==> config.mk <==
export PLATFORM = sky130hd
export DESIGN_NAME = rv_fp_fclass_unit
export DESIGN_NICKNAME = d
export VERILOG_FILES = /design/src/rtl/rv_fp_fclass_unit_pkg.sv /design/src/rtl/rv_fp_fclass_unit_class.sv /design/src/rtl/rv_fp_fclass_unit.sv
export SDC_FILE = /design/constraint.sdc
export NUM_CORES = 1
export LEC_CHECK = 0
export BUFFER_PORTS_ARGS = -buffer_cell sky130_fd_sc_hd__buf_2
export CORE_MARGIN = 3
export CORE_UTILIZATION = 32
export CTS_CLUSTER_SIZE = 24
export DETAILED_ROUTE_END_ITERATION = 8
export GPL_ROUTABILITY_DRIVEN = 0
export GPL_TIMING_DRIVEN = 0
export SYNTH_ARGS = -nofsm -noshare
export SYNTH_HDL_FRONTEND = slang
export SYNTH_SLANG_ARGS = --single-unit
==> constraint.sdc <==
create_clock -name clk -period 1.65 [get_ports clk]
set_input_delay 0.33 -clock clk [delete_from_list [all_inputs] [get_ports clk]]
set_output_delay 0.33 -clock clk [all_outputs]
set_load 0.005 [all_outputs]
==> src/rtl/rv_fp_fclass_unit_pkg.sv <==
// Shared FPU constants for FCLASS.S: class-vector bit positions produced by RV_fp_class
// and bit positions of the architectural 10-bit FCLASS result mask.
package rv_fp_fclass_unit_pkg;

    localparam int CLS_WIDTH    = 7;
    localparam int FCLASS_WIDTH = 10;

    localparam int CLS_NORMAL    = 6;
    localparam int CLS_ZERO      = 5;
    localparam int CLS_SUBNORMAL = 4;
    localparam int CLS_INF       = 3;
    localparam int CLS_NAN       = 2;
    localparam int CLS_QUIET     = 1;
    localparam int CLS_SIGNALING = 0;

    localparam int FCLASS_NEG_INF  = 0;
    localparam int FCLASS_NEG_NORM = 1;
    localparam int FCLASS_NEG_SUB  = 2;
    localparam int FCLASS_NEG_ZERO = 3;
    localparam int FCLASS_POS_ZERO = 4;
    localparam int FCLASS_POS_SUB  = 5;
    localparam int FCLASS_POS_NORM = 6;
    localparam int FCLASS_POS_INF  = 7;
    localparam int FCLASS_SNAN     = 8;
    localparam int FCLASS_QNAN     = 9;

    typedef logic [CLS_WIDTH-1:0]    cls_vec_t;
    typedef logic [FCLASS_WIDTH-1:0] fclass_mask_t;

endpackage

==> src/rtl/rv_fp_fclass_unit_class.sv <==
// Single-operand IEEE-754 classifier: turns exponent/mantissa fields into the
// 7-bit class vector (normal, zero, subnormal, inf, nan, quiet, signaling).
import rv_fp_fclass_unit_pkg::*;

module RV_fp_class #(
    parameter int EXP_BITS = 8,
    parameter int MAN_BITS = 23
) (
    input  logic [EXP_BITS-1:0] exp_i,
    input  logic [MAN_BITS-1:0] man_i,
    output cls_vec_t            class_o
);

    logic exp_ones;
    logic exp_zero;
    logic man_zero;
    logic is_nan;

    always_comb begin
        exp_ones = &exp_i;
        exp_zero = ~|exp_i;
        man_zero = ~|man_i;
        is_nan   = exp_ones & ~man_zero;

        class_o                = '0;
        class_o[CLS_NORMAL]    = ~exp_ones & ~exp_zero;
        class_o[CLS_ZERO]      = exp_zero & man_zero;
        class_o[CLS_SUBNORMAL] = exp_zero & ~man_zero;
        class_o[CLS_INF]       = exp_ones & man_zero;
        class_o[CLS_NAN]       = is_nan;
        // Quiet/signaling is decided by the mantissa MSB only; sign plays no part.
        class_o[CLS_QUIET]     = is_nan & man_i[MAN_BITS-1];
        class_o[CLS_SIGNALING] = is_nan & ~man_i[MAN_BITS-1];
    end

endmodule

==> src/rtl/rv_fp_fclass_unit.sv <==
// Multi-lane, two-stage FCLASS.S unit: S1 holds sign + class vector per lane,
// S2 holds the encoded, zero-extended FCLASS masks and signaling-NaN flags.
import rv_fp_fclass_unit_pkg::*;

module rv_fp_fclass_unit #(
    parameter int NUM_LANES = 4,
    parameter int EXP_BITS  = 8,
    parameter int MAN_BITS  = 23,
    parameter int XLEN      = 32,
    parameter int TAG_WIDTH = 8
) (
    input  logic                      clk,
    input  logic                      reset,
    input  logic                      valid_in,
    output logic                      ready_in,
    input  logic [TAG_WIDTH-1:0]      tag_in,
    input  logic [NUM_LANES-1:0]      lane_mask,
    input  logic [NUM_LANES*XLEN-1:0] dataa,
    output logic                      valid_out,
    input  logic                      ready_out,
    output logic [TAG_WIDTH-1:0]      tag_out,
    output logic [NUM_LANES*XLEN-1:0] result,
    output logic [NUM_LANES-1:0]      has_snan
);

    function automatic fclass_mask_t fclass_encode(input logic sign, input cls_vec_t cls);
        fclass_mask_t m;
        m = '0;
        if (cls[CLS_NAN]) begin
            if (cls[CLS_QUIET]) m[FCLASS_QNAN] = 1'b1;
            else                m[FCLASS_SNAN] = 1'b1;
        end else if (cls[CLS_INF]) begin
            if (sign) m[FCLASS_NEG_INF] = 1'b1;
            else      m[FCLASS_POS_INF] = 1'b1;
        end else if (cls[CLS_NORMAL]) begin
            if (sign) m[FCLASS_NEG_NORM] = 1'b1;
            else      m[FCLASS_POS_NORM] = 1'b1;
        end else if (cls[CLS_SUBNORMAL]) begin
            if (sign) m[FCLASS_NEG_SUB] = 1'b1;
            else      m[FCLASS_POS_SUB] = 1'b1;
        end else if (cls[CLS_ZERO]) begin
            if (sign) m[FCLASS_NEG_ZERO] = 1'b1;
            else      m[FCLASS_POS_ZERO] = 1'b1;
        end
        return m;
    endfunction

    logic                       s1_valid_q;
    logic [TAG_WIDTH-1:0]       s1_tag_q;
    logic [NUM_LANES-1:0]       s1_mask_q;
    logic [NUM_LANES-1:0]       s1_sign_q;
    cls_vec_t [NUM_LANES-1:0]   s1_cls_q;

    logic                       s2_valid_q;
    logic [TAG_WIDTH-1:0]       s2_tag_q;
    logic [NUM_LANES*XLEN-1:0]  s2_result_q;
    logic [NUM_LANES*XLEN-1:0]  s2_result_d;
    logic [NUM_LANES-1:0]       s2_snan_q;
    logic [NUM_LANES-1:0]       s2_snan_d;

    logic [NUM_LANES-1:0]       sign_w;
    cls_vec_t [NUM_LANES-1:0]   cls_w;
    logic                       stall;

    // Handshake: an output transfer is valid_out & ready_out, an input transfer is
    // valid_in & ready_in. A presented but unaccepted result freezes both stages, so
    // ready_in drops only then; bubbles in S1 still advance and are not collapsed.
    assign stall    = s2_valid_q & ~ready_out;
    assign ready_in = ~stall;

    for (genvar gi = 0; gi < NUM_LANES; gi++) begin : g_lane
        assign sign_w[gi] = dataa[gi*XLEN + EXP_BITS + MAN_BITS];

        RV_fp_class #(
            .EXP_BITS (EXP_BITS),
            .MAN_BITS (MAN_BITS)
        ) u_class (
            .exp_i   (dataa[gi*XLEN + MAN_BITS +: EXP_BITS]),
            .man_i   (dataa[gi*XLEN +: MAN_BITS]),
            .class_o (cls_w[gi])
        );
    end

    always_comb begin
        s2_result_d = '0;
        s2_snan_d   = '0;
        for (int i = 0; i < NUM_LANES; i++) begin
            if (s1_mask_q[i]) begin
                s2_result_d[i*XLEN +: FCLASS_WIDTH] = fclass_encode(s1_sign_q[i], s1_cls_q[i]);
                s2_snan_d[i] = s1_cls_q[i][CLS_SIGNALING];
            end
        end
    end

    always_ff @(posedge clk) begin
        if (reset) begin
            s1_valid_q  <= 1'b0;
            s1_tag_q    <= '0;
            s1_mask_q   <= '0;
            s1_sign_q   <= '0;
            s1_cls_q    <= '0;
            s2_valid_q  <= 1'b0;
            s2_tag_q    <= '0;
            s2_result_q <= '0;
            s2_snan_q   <= '0;
        end else if (!stall) begin
            s1_valid_q  <= valid_in;
            s1_tag_q    <= tag_in;
            s1_mask_q   <= lane_mask;
            s1_sign_q   <= sign_w;
            s1_cls_q    <= cls_w;
            s2_valid_q  <= s1_valid_q;
            s2_tag_q    <= s1_tag_q;
            s2_result_q <= s2_result_d;
            s2_snan_q   <= s2_snan_d;
        end
    end

    assign valid_out = s2_valid_q;
    assign tag_out   = s2_tag_q;
    assign result    = s2_result_q;
    assign has_snan  = s2_snan_q;

endmodule

==> reports/metrics.yaml, run 1 <==
syn2layout_area_growth_pct: 40.2
hp-class: "in2reg"
clk_transition_reported_paths_ns: 0.07
grt_use_total_pct: 17.9
cp_top_family: "buffers and inverters"
hold_viol: 0
routedWlPerCell_um: 14.2
post-route-min-period_ns: 1.57
route.vias.total: 4660
cp-start-kind: "register"
cts.sinks: 98
ys_ff_latch: 98
maxSlewHeadroom_pct: 60.7
crit_slowest_cell: "dfxtp_2"
die_w_um: 127
die_area_um2: 16000
rows: 43
h-tree-depth: 3
drive_gt1_share_pct: 39.0
port_buffers: 196
setup_violations: 0
grt_setup_unrepaired: "false"
grt_start_max_net_pins: 16
fin_cells: 1039
cp-end-kind: "output port"
start_util_pct: 33.1
tightest_slew_ns: 0.589
first_pass_iters: 4
min_period_over_period_pct: 95.2
core_area_um2: 14000
final.setup.tns_ns: 0
dp.cells: 1020
antenna_found_initial: 0
ios: 286
critPathMaxFanout: 8
worstPathArrival_ns: 1.24
fillers: 1433
yosysWarnings: 0
critPathKind: "reg2out"
max_cap_violations: 0
p_per_area_nw_per_um2: 798
synth_area_um2: 4650
clk_latency_ns: 0.35
final_common_cell: "buf_2"
overflow: 0
peakVddDrop_mv: 0.592
power_leakage_nw: 3.13
yosysUniqueCellTypes: 36
diodes: 0
finClkSkew_ns: 0.00741
syn_inst: 557
cts_made_buffers: 9
status: "completed"
final_nets: 998
cp_cell_sequence: "nor2b_4 -> clkinv_4 -> buf_8 -> buf_2"
grt_pass1_wl_um: 22900
cp.required_ns: 1.32
finalMaxSlewViolations: 0
layout_common_cells: "buf_2, dfxtp_1, nand2_1, buf_4, conb_1"
route.detailed.drc: 0
antenna_left: 0
cp_num_buf_inv: 3
cts_root_buf: "clkbuf_16"
avgViaCountPerCell: 4.49
wirelength_um: 14800
dp_hpwl_um: 12100
avgSynthCellArea_um2: 8.35
drt_iter0_drc: 283
synth_seq_area_share_pct: 42.2
critPathMaxStageDelay_ns: 0.32
die_y_um: 127
max_freq_mhz: 636
cts_tree: "built"
grt_pass1_vias: 4477
cts_buffer_depth: 2
-- state kept, by name, summed over array words and instances, names as in the netlist --
register and cells:
valid_out 1, tag_out 8, s1_valid_q 1, result 40, has_snan 4, s1_sign_q 4, s1_mask_q 4, s1_tag_q 8
s1_cls_q 28
-- cells in the mapped netlist (all sizes together) --
| library cell | count | share of area [%] |
|---|---|---|
| and2 | 3 | 0.40 |
| nor4b | 2 | 0.38 |
| inv | 6 | 0.48 |
| nand4b | 12 | 2.3 |
| conb | 1 | 0.081 |
| a21oi | 54 | 5.8 |
| a22oi | 6 | 0.97 |
| nand2 | 95 | 7.7 |
| nor2b | 4 | 0.70 |
| dfxtp | 98 | 42 |
| clkbuf | 8 | 0.65 |
| o21ai | 12 | 1.3 |
| nand4 | 12 | 1.6 |
| a32o | 4 | 0.86 |
| nor3b | 6 | 0.97 |
| a32oi | 13 | 2.4 |
| nor4 | 28 | 4.7 |
| nand2b | 1 | 0.13 |
| nor3 | 11 | 1.2 |
| and4 | 4 | 0.75 |
| nand3b | 4 | 0.65 |
| nand3 | 8 | 0.86 |
| a31o | 4 | 0.75 |
| buf | 108 | 17 |
| or3 | 4 | 0.54 |
| nor2 | 37 | 3.0 |
| a22o | 4 | 0.75 |
| or4 | 8 | 1.3 |
-- worst reg2reg max path: cells and delay by family, from the launching register on --
kind | cells | cell delay, ns
compound gates | 1 | 0.12
buf+inv | 3 | 0.63
flops | 1 | 0.32
simple gates | 3 | 0.36
-- stage by stage --
step	hold WS [ns]	power, W	setup WS [ns]	area (um^2)	utilization [%]
global route	0.230	0.00543	0.00815	6520	46.5
floorplan	0.432	0.00286	0.361	4980	-
detailed placement	0.442	0.00313	0.0178	6190	44.1
global placement	0.436	0.00312	0.00979	6190	44.1
CTS	0.207	0.00523	0.0253	6500	46.3
finish	0.219	0.00521	0.0785	6520	46.5
-- power breakdown --
| group | total (W) | internal, W | switching, W |
|---|---|---|---|
| Clock | 0.00212 | 0.00122 | 0.000900 |
| Sequential | 0.00245 | 0.00241 | 0.0000363 |
| Combinational | 0.000641 | 0.000337 | 0.000304 |
| Total | 0.00521 | 0.00397 | 0.00124 |
-- path summary, 6_finish.rpt --
path,startpoint,to,slack [ns],depth (start not counted)
max,valid_out$_SDFFE_PP0N_,ready_in,0.08,4
min,tag_in[1],s1_tag_q[1]$_SDFFE_PP0N_,0.22,3
max reg2reg,valid_out$_SDFFE_PP0N_,result[72]$_SDFFE_PP0N_,0.11,7
min reg2reg,tag_out[1]$_SDFFE_PP0N_,tag_out[1]$_SDFFE_PP0N_,0.45,2
-- cell type report --
type                            count  area [um^2]  share of cell area [%]
Multi-Input combinational cell    424         2190                    33.6
Sequential cell                    98         1960                    30.1
Timing Repair Buffer              199         1000                    15.4
Buffer                            116          815                    12.5
Clock buffer                       12          246                    3.78
Tap cell                          180          225                    3.45
Clock inverter                      4         51.3                   0.786
Inverter                            6         27.5                   0.422
-- timing repair --
item	CTS	global route
setup buffers	0	3
hold buffers	0	0
endpoints found under the setup margin	1	2
pin swaps	0	0
gates resized for setup	4	3
-- routing by layer --
metal | track usage, % | vias up | part of all wire, %
li1 | - | 2401 | -
met1 | 22.8 | 2034 | 42
met2 | 30.5 | 206 | 48
met3 | 3.24 | 19 | 8.3
met4 | 6.12 | 0 | 1.9
met5 | 0 | - | 0
-- logic make-up (layout without fill, tap and decap cells) --
kind of cell / Yosys count / in the layout / share of synthesized area (%)
buffers and inverters: 122 / 337 / 17.7
AO/OA/AOI/OAI: 97 / 97 / 12.9
AND/OR/NAND/NOR: 239 / 239 / 27.1
other: 1 / 88 / 0.0806
flip-flops: 98 / 98 / 42.2
No activity file was read; power rests on OpenSTA's default activity.
==> run 2: changes to the inputs <==
--- a/config.mk
+++ b/config.mk
@@ -11,7 +11,8 @@
 export CTS_CLUSTER_SIZE = 24
 export DETAILED_ROUTE_END_ITERATION = 8
 export GPL_ROUTABILITY_DRIVEN = 0
-export GPL_TIMING_DRIVEN = 0
+export GPL_TIMING_DRIVEN = 1
 export SYNTH_ARGS = -nofsm -noshare
 export SYNTH_HDL_FRONTEND = slang
+export SYNTH_HIERARCHICAL = 1
 export SYNTH_SLANG_ARGS = --single-unit
==> reports/metrics.yaml, run 2 <==
peakVddDrop_mv: 0.458  # was 0.592 mV
grt_pass1_vias: 3938  # was 4477
wirelength_um: 12100  # was 14800 um
avgViaCountPerCell: 4.57  # was 4.49
ff2ff_setup_slack_ns: 0.32  # was 0.11 ns
setup_violations: 0  # unchanged
final_nets: 953  # was 998
antenna_left: 0  # unchanged
clk_latency_ns: 0.35  # about the same
timing.hold.ws_ns: 0.211  # was 0.219 ns
route.detailed.drc: 0  # unchanged
grt_start_max_net_pins: 56  # was 16
h-tree-depth: 3  # unchanged
drt_iter0_drc: 232  # was 283
syn_inst: 633  # was 557
die_y_um: 130  # was 127 um
hp-start: "dataa[127]"  # was tag_in[1]
netlist.area_leader.share_pct: 39.7  # was 42.2%
cts_made_buffers: 9  # unchanged
die_area_um2: 17000  # was 16000 um^2
post-route-min-period_ns: 1.56  # was 1.57 ns
cts_resized: 0  # was 4
p_per_area_nw_per_um2: 815  # was 798 nW/um^2
core_area_um2: 14800  # was 14000 um^2
avgSynthCellArea_um2: 7.81  # was 8.35 um^2
cts_tree: "built"  # unchanged
tightest_slew_ns: 0.565  # was 0.589 ns
cts.sinks: 98  # unchanged
fillers: 1599  # was 1433
cp.required_ns: 1.32  # about the same
drive_gt1_share_pct: 29.1  # was 39.0%
yosys-top-cells-count: "nand2_1, a21oi_1, buf_4, dfxtp_1, nand4_1"  # was dfxtp_1, nand2_1, buf_4, a21oi_1, nor2_1
cts_setup_buffers: 0  # unchanged
status: "completed"  # unchanged
cts_buffer_depth: 2  # unchanged
largest_reg_flops: 40  # unchanged
syn2layout_area_growth_pct: 21.8  # was 40.2%
layout_common_cells: "buf_2, nand2_1, a21oi_1, dfxtp_1, conb_1"  # was buf_2, dfxtp_1, nand2_1, buf_4, conb_1
power_w: 0.00491  # was 0.00521 W
die_w_um: 130  # was 127 um
cp-start-kind: "register"  # unchanged
synth_flop_cell: "dfxtp_1"  # unchanged
maxSlewHeadroom_pct: 62.3  # was 60.7%
hold_viol: 0  # unchanged
ys_ff_latch: 98  # unchanged
synth_area_leaders: "dfxtp_1, buf_4, nand2_1"  # unchanged
fin_ws_ns: 0.0886  # was 0.0785 ns
power_leakage_nw: 2.62  # was 3.13 nW
grt_pass1_wl_um: 18500  # was 22900 um
yosysUniqueCellTypes: 34  # was 36
port_buffers: 197  # was 196
first_pass_iters: 4  # unchanged
synth-edff-count: 0  # unchanged
cts_root_buf: "clkbuf_16"  # unchanged
r2r-start: "s1_mask_q[0]$_SDFFE_PP0N_"  # was valid_out$_SDFFE_PP0N_
finalMaxSlewViolations: 0  # unchanged
route.vias.total: 4556  # was 4660
grt_use_total_pct: 13.5  # was 17.9%
final_core_util_pct: 40.6  # was 46.5%
synth_area_um2: 4940  # was 4650 um^2
r2r_cells: 3  # was 7
cp-end-kind: "output port"  # unchanged
max_cap_violations: 0  # unchanged
final.setup.tns_ns: 0  # unchanged
overflow: 0  # unchanged
antenna_found_initial: 0  # unchanged
dp_hpwl_um: 9290  # was 12100 um
diodes: 0  # unchanged
min_period_over_period_pct: 94.6  # was 95.2%
ios: 286  # unchanged
yosysTopAreaCell: "dfxtp_1"  # unchanged
critPathKind: "reg2out"  # unchanged
worstPathArrival_ns: 1.23  # was 1.24 ns
grt_setup_unrepaired: "false"  # unchanged
r2r-end: "result[7]$_SDFFE_PP0N_"  # was result[72]$_SDFFE_PP0N_
dp_slack_ns: 0.214  # was 0.0178 ns
min_to: "s1_sign_q[3]$_SDFFE_PP0N_"  # was s1_tag_q[1]$_SDFFE_PP0N_
finClkSkew_ns: 0.00738  # was 0.00741 ns
async_flop_share_pct: 0  # unchanged
critPathMaxFanout: 11  # was 8
clk_transition_reported_paths_ns: 0.07  # about the same
min_path_cells: 3  # unchanged
yosysWarnings: 6  # was 0
hp-class: "in2reg"  # unchanged
post-synth-top-count-cell: "nand2_1"  # was dfxtp_1
start_util_pct: 33.4  # was 33.1%
synth_seq_area_share_pct: 39.7  # was 42.2%
holdBufCountCts: 0  # unchanged
routedWlPerCell_um: 12.2  # was 14.2 um
rows: 44  # was 43
max_freq_mhz: 640  # was 636 MHz
final_common_cell: "buf_2"  # unchanged
[run 2: critical path: stages, from the launching register on]
cell and delay (ns):
dfxtp_1 0.33, nor2b_4 0.23, inv_2 0.17, buf_2 0.16
[run 2: how the worst max path moves through the flow]
stage / from / end / slack, ns
after global routing: valid_out$_SDFFE_PP0N_ / ready_in / 0.01
after global placement: dataa[98] / s1_cls_q[21]$_SDFFE_PP0N_ / 0.26
after CTS: valid_out$_SDFFE_PP0N_ / ready_in / 0.06
after floorplan: dataa[80] / s1_cls_q[16]$_SDFFE_PP0N_ / 0.40
final: valid_out$_SDFFE_PP0N_ / ready_in / 0.09
after detailed placement: dataa[98] / s1_cls_q[26]$_SDFFE_PP0N_ / 0.21
[run 2: layer usage]
| layer | vias to the layer above | global-route usage, % | share of wire, % |
|---|---|---|---|
| met5 | - | 0 | 0 |
| met1 | 2033 | 16.8 | 43 |
| li1 | 2355 | - | - |
| met4 | 0 | 5.50 | 1.7 |
| met3 | 14 | 2.87 | 6.7 |
| met2 | 154 | 22.7 | 48 |
[run 2: layout make-up]
| type | count | area, um^2 | area share [%] |
|---|---|---|---|
| Inverter | 5 | 18.8 | 0.312 |
| Tap cell | 184 | 230 | 3.83 |
| Multi-Input combinational cell | 492 | 2430 | 40.5 |
| Timing Repair Buffer | 203 | 1100 | 18.2 |
| Clock inverter | 7 | 51.3 | 0.852 |
| Clock buffer | 9 | 225 | 3.74 |
| Sequential cell | 98 | 1960 | 32.6 |
[run 2: per-stage QoR]
step / cell area (um^2) / std cells
floorplan: 5270 / 720
global placement: 5740 / 982
detailed placement: 5740 / 982
CTS: 6020 / 998
global route: 6020 / 998
finish: 6020 / 998
[run 2: power by group]
group          switching, W  internal (W)
Sequential        0.0000343       0.00241
Combinational      0.000268      0.000204
Clock              0.000956       0.00103
[run 2: kinds of logic (layout without fill, tap and decap cells)]
kind of cell    count (synthesis)  count (layout)  share of synthesized area [%]
buf+inv                       130             224                           17.8
other cells                     1              88                         0.0759
simple gates                  295             295                           30.8
compound gates                109             109                           11.6
flops                          98              98                           39.7
==> run 3: changes to the inputs <==
--- a/config.mk
+++ b/config.mk
@@ -6,12 +6,12 @@
 export NUM_CORES = 1
 export LEC_CHECK = 0
 export BUFFER_PORTS_ARGS = -buffer_cell sky130_fd_sc_hd__buf_2
-export CORE_MARGIN = 3
-export CORE_UTILIZATION = 32
+export CORE_UTILIZATION = 30
 export CTS_CLUSTER_SIZE = 24
 export DETAILED_ROUTE_END_ITERATION = 8
 export GPL_ROUTABILITY_DRIVEN = 0
 export GPL_TIMING_DRIVEN = 1
+export RECOVER_POWER = 50
 export SYNTH_ARGS = -nofsm -noshare
 export SYNTH_HDL_FRONTEND = slang
 export SYNTH_HIERARCHICAL = 1
==> reports/metrics.yaml, run 3 (same netlist as run 2, synthesis figures left out) <==
final_nets: 959  # was 953
overflow: 0  # unchanged
grt_use_total_pct: 13.7  # was 13.5%
grt_pass1_wl_um: 18300  # was 18500 um
grt_util_met1_pct: 16.5  # was 16.8%
critPathKind: "reg2out"  # unchanged
routedWlPerCell_um: 11.3  # was 12.2 um
crit_slowest_cell: "dfxtp_1"  # unchanged
cp_top_family: "buffers and inverters"  # was flip-flops
cts_tree: "built"  # unchanged
grt_pass1_vias: 3911  # was 3938
power_w: 0.00521  # was 0.00491 W
rows: 46  # was 44
ios: 286  # unchanged
cp-start-kind: "register"  # unchanged
wirelength_um: 11800  # was 12100 um
finClkSkew_ns: 0.0104  # was 0.00738 ns
clk_transition_reported_paths_ns: 0.07  # about the same
worstPathArrival_ns: 1.19  # was 1.23 ns
hp-class: "in2reg"  # unchanged
cts_setup_buffers: 0  # unchanged
finalMaxSlewViolations: 0  # unchanged
fin_cells: 1036  # was 998
grt_setup_unrepaired: "false"  # unchanged
port_buffers: 197  # unchanged
setup_violations: 0  # unchanged
grt_busiest_layer: "met2"  # unchanged
diodes: 0  # unchanged
cts_resized: 0  # unchanged
route.detailed.drc: 0  # unchanged
first_pass_iters: 4  # unchanged
holdBufCountCts: 0  # unchanged
cp_cell_sequence: "nor2b_4 -> inv_2 -> buf_2"  # unchanged
final_common_cell: "nand2_1"  # was buf_2
die_y_um: 130  # about the same
cts_root_buf: "clkbuf_16"  # unchanged
status: "completed"  # unchanged
largest_reg_flops: 40  # unchanged
p_per_area_nw_per_um2: 858  # was 815 nW/um^2
critPathMaxFanout: 14  # was 11
cts.sinks: 98  # unchanged
grt_use_met3_pct: 3.03  # was 2.87%
cts_buffer_depth: 2  # unchanged
drive_gt1_share_pct: 23.7  # was 29.1%
grt_start_max_net_pins: 79  # was 56
cp_num_buf_inv: 2  # unchanged
critPathMaxStageDelay_ns: 0.31  # was 0.33 ns
die_w_um: 130  # about the same
dp.cells: 1020  # was 982
antenna_left: 0  # unchanged
max_freq_mhz: 656  # was 640 MHz
maxSlewHeadroom_pct: 66.0  # was 62.3%
core_area_um2: 16000  # was 14800 um^2
avgViaCountPerCell: 4.41  # was 4.57
cts_made_buffers: 9  # unchanged
final.setup.tns_ns: 0  # unchanged
drt_iter0_drc: 221  # was 232
max_cap_violations: 0  # unchanged
h-tree-depth: 3  # unchanged
syn2layout_area_growth_pct: 22.8  # was 21.8%
route.vias.total: 4568  # was 4556
cp-end-kind: "output port"  # unchanged
tightest_slew_ns: 0.509  # was 0.565 ns
hold_viol: 0  # unchanged
start_util_pct: 30.9  # was 33.4%
post-route-min-period_ns: 1.52  # was 1.56 ns
antenna_found_initial: 0  # unchanged
timing.hold.ws_ns: 0.223  # was 0.211 ns
clk_latency_ns: 0.35  # about the same
cp.required_ns: 1.32  # about the same
dp_hpwl_um: 8810  # was 9290 um
die_area_um2: 17000  # about the same
use_met2_pct: 23.5  # was 22.7%
min_period_over_period_pct: 92.4  # was 94.6%
layout_common_cells: "nand2_1, buf_2, a21oi_1, dfxtp_1, conb_1"  # was buf_2, nand2_1, a21oi_1, dfxtp_1, conb_1
peakVddDrop_mv: 0.448  # was 0.458 mV
power_leakage_nw: 2.45  # was 2.62 nW
-- run 3: per-layer routing --
metal  vias to the layer above  wire length [um]
li1                       2379                 -
met1                      2037              5260
met2                       142              5750
met3                        10               566
met4                         0               178
met5                         -                 0
-- run 3: per-stage QoR --
step,utilization (%),setup WS [ns],cell area (um^2)
global route,37.9,0.0571,6070
detailed placement,36.3,0.195,5800
finish,37.9,0.126,6070
floorplan,-,0.398,5270
global placement,36.3,0.211,5800
CTS,38.3,0.110,6130
-- run 3: where the power goes --
| group | internal (W) | leakage [nW] | switching (W) |
|---|---|---|---|
| sequential | 0.00241 | 0.797 | 0.0000327 |
| clock | 0.00138 | 0.157 | 0.000907 |
| combinational | 0.000204 | 1.50 | 0.000271 |
| total | 0.00400 | 2.45 | 0.00121 |
-- run 3: layout make-up --
class	instances	area, um^2
inverter	5	18.8
timing repair buffer	209	1060
fill	1756	9930
clock buffer	11	243
tap	216	270
sequential	98	1960
clock inverter	5	85.1
multi-input combinational	492	2430
-- run 3: path summary, 6_finish.rpt --
check                    startpoint                       end  slack [ns]  cells past startpoint
min                       tag_in[5]  s1_tag_q[5]$_SDFFE_PP0N_        0.22                      3
min reg2reg  result[7]$_SDFFE_PP0N_    result[7]$_SDFFE_PP0N_        0.45                      2
max          valid_out$_SDFFE_PP0N_                  ready_in        0.13                      3
max reg2reg  valid_out$_SDFFE_PP0N_  result[101]$_SDFFE_PP0N_        0.31                      5
-- run 3: worst register-to-register path: stages, from the launching register on --
cell and delay, ns:
dfxtp_1 0.31, nor2b_4 0.13, inv_2 0.23, buf_12 0.26, nand3_1 0.19, a21oi_1 0.15
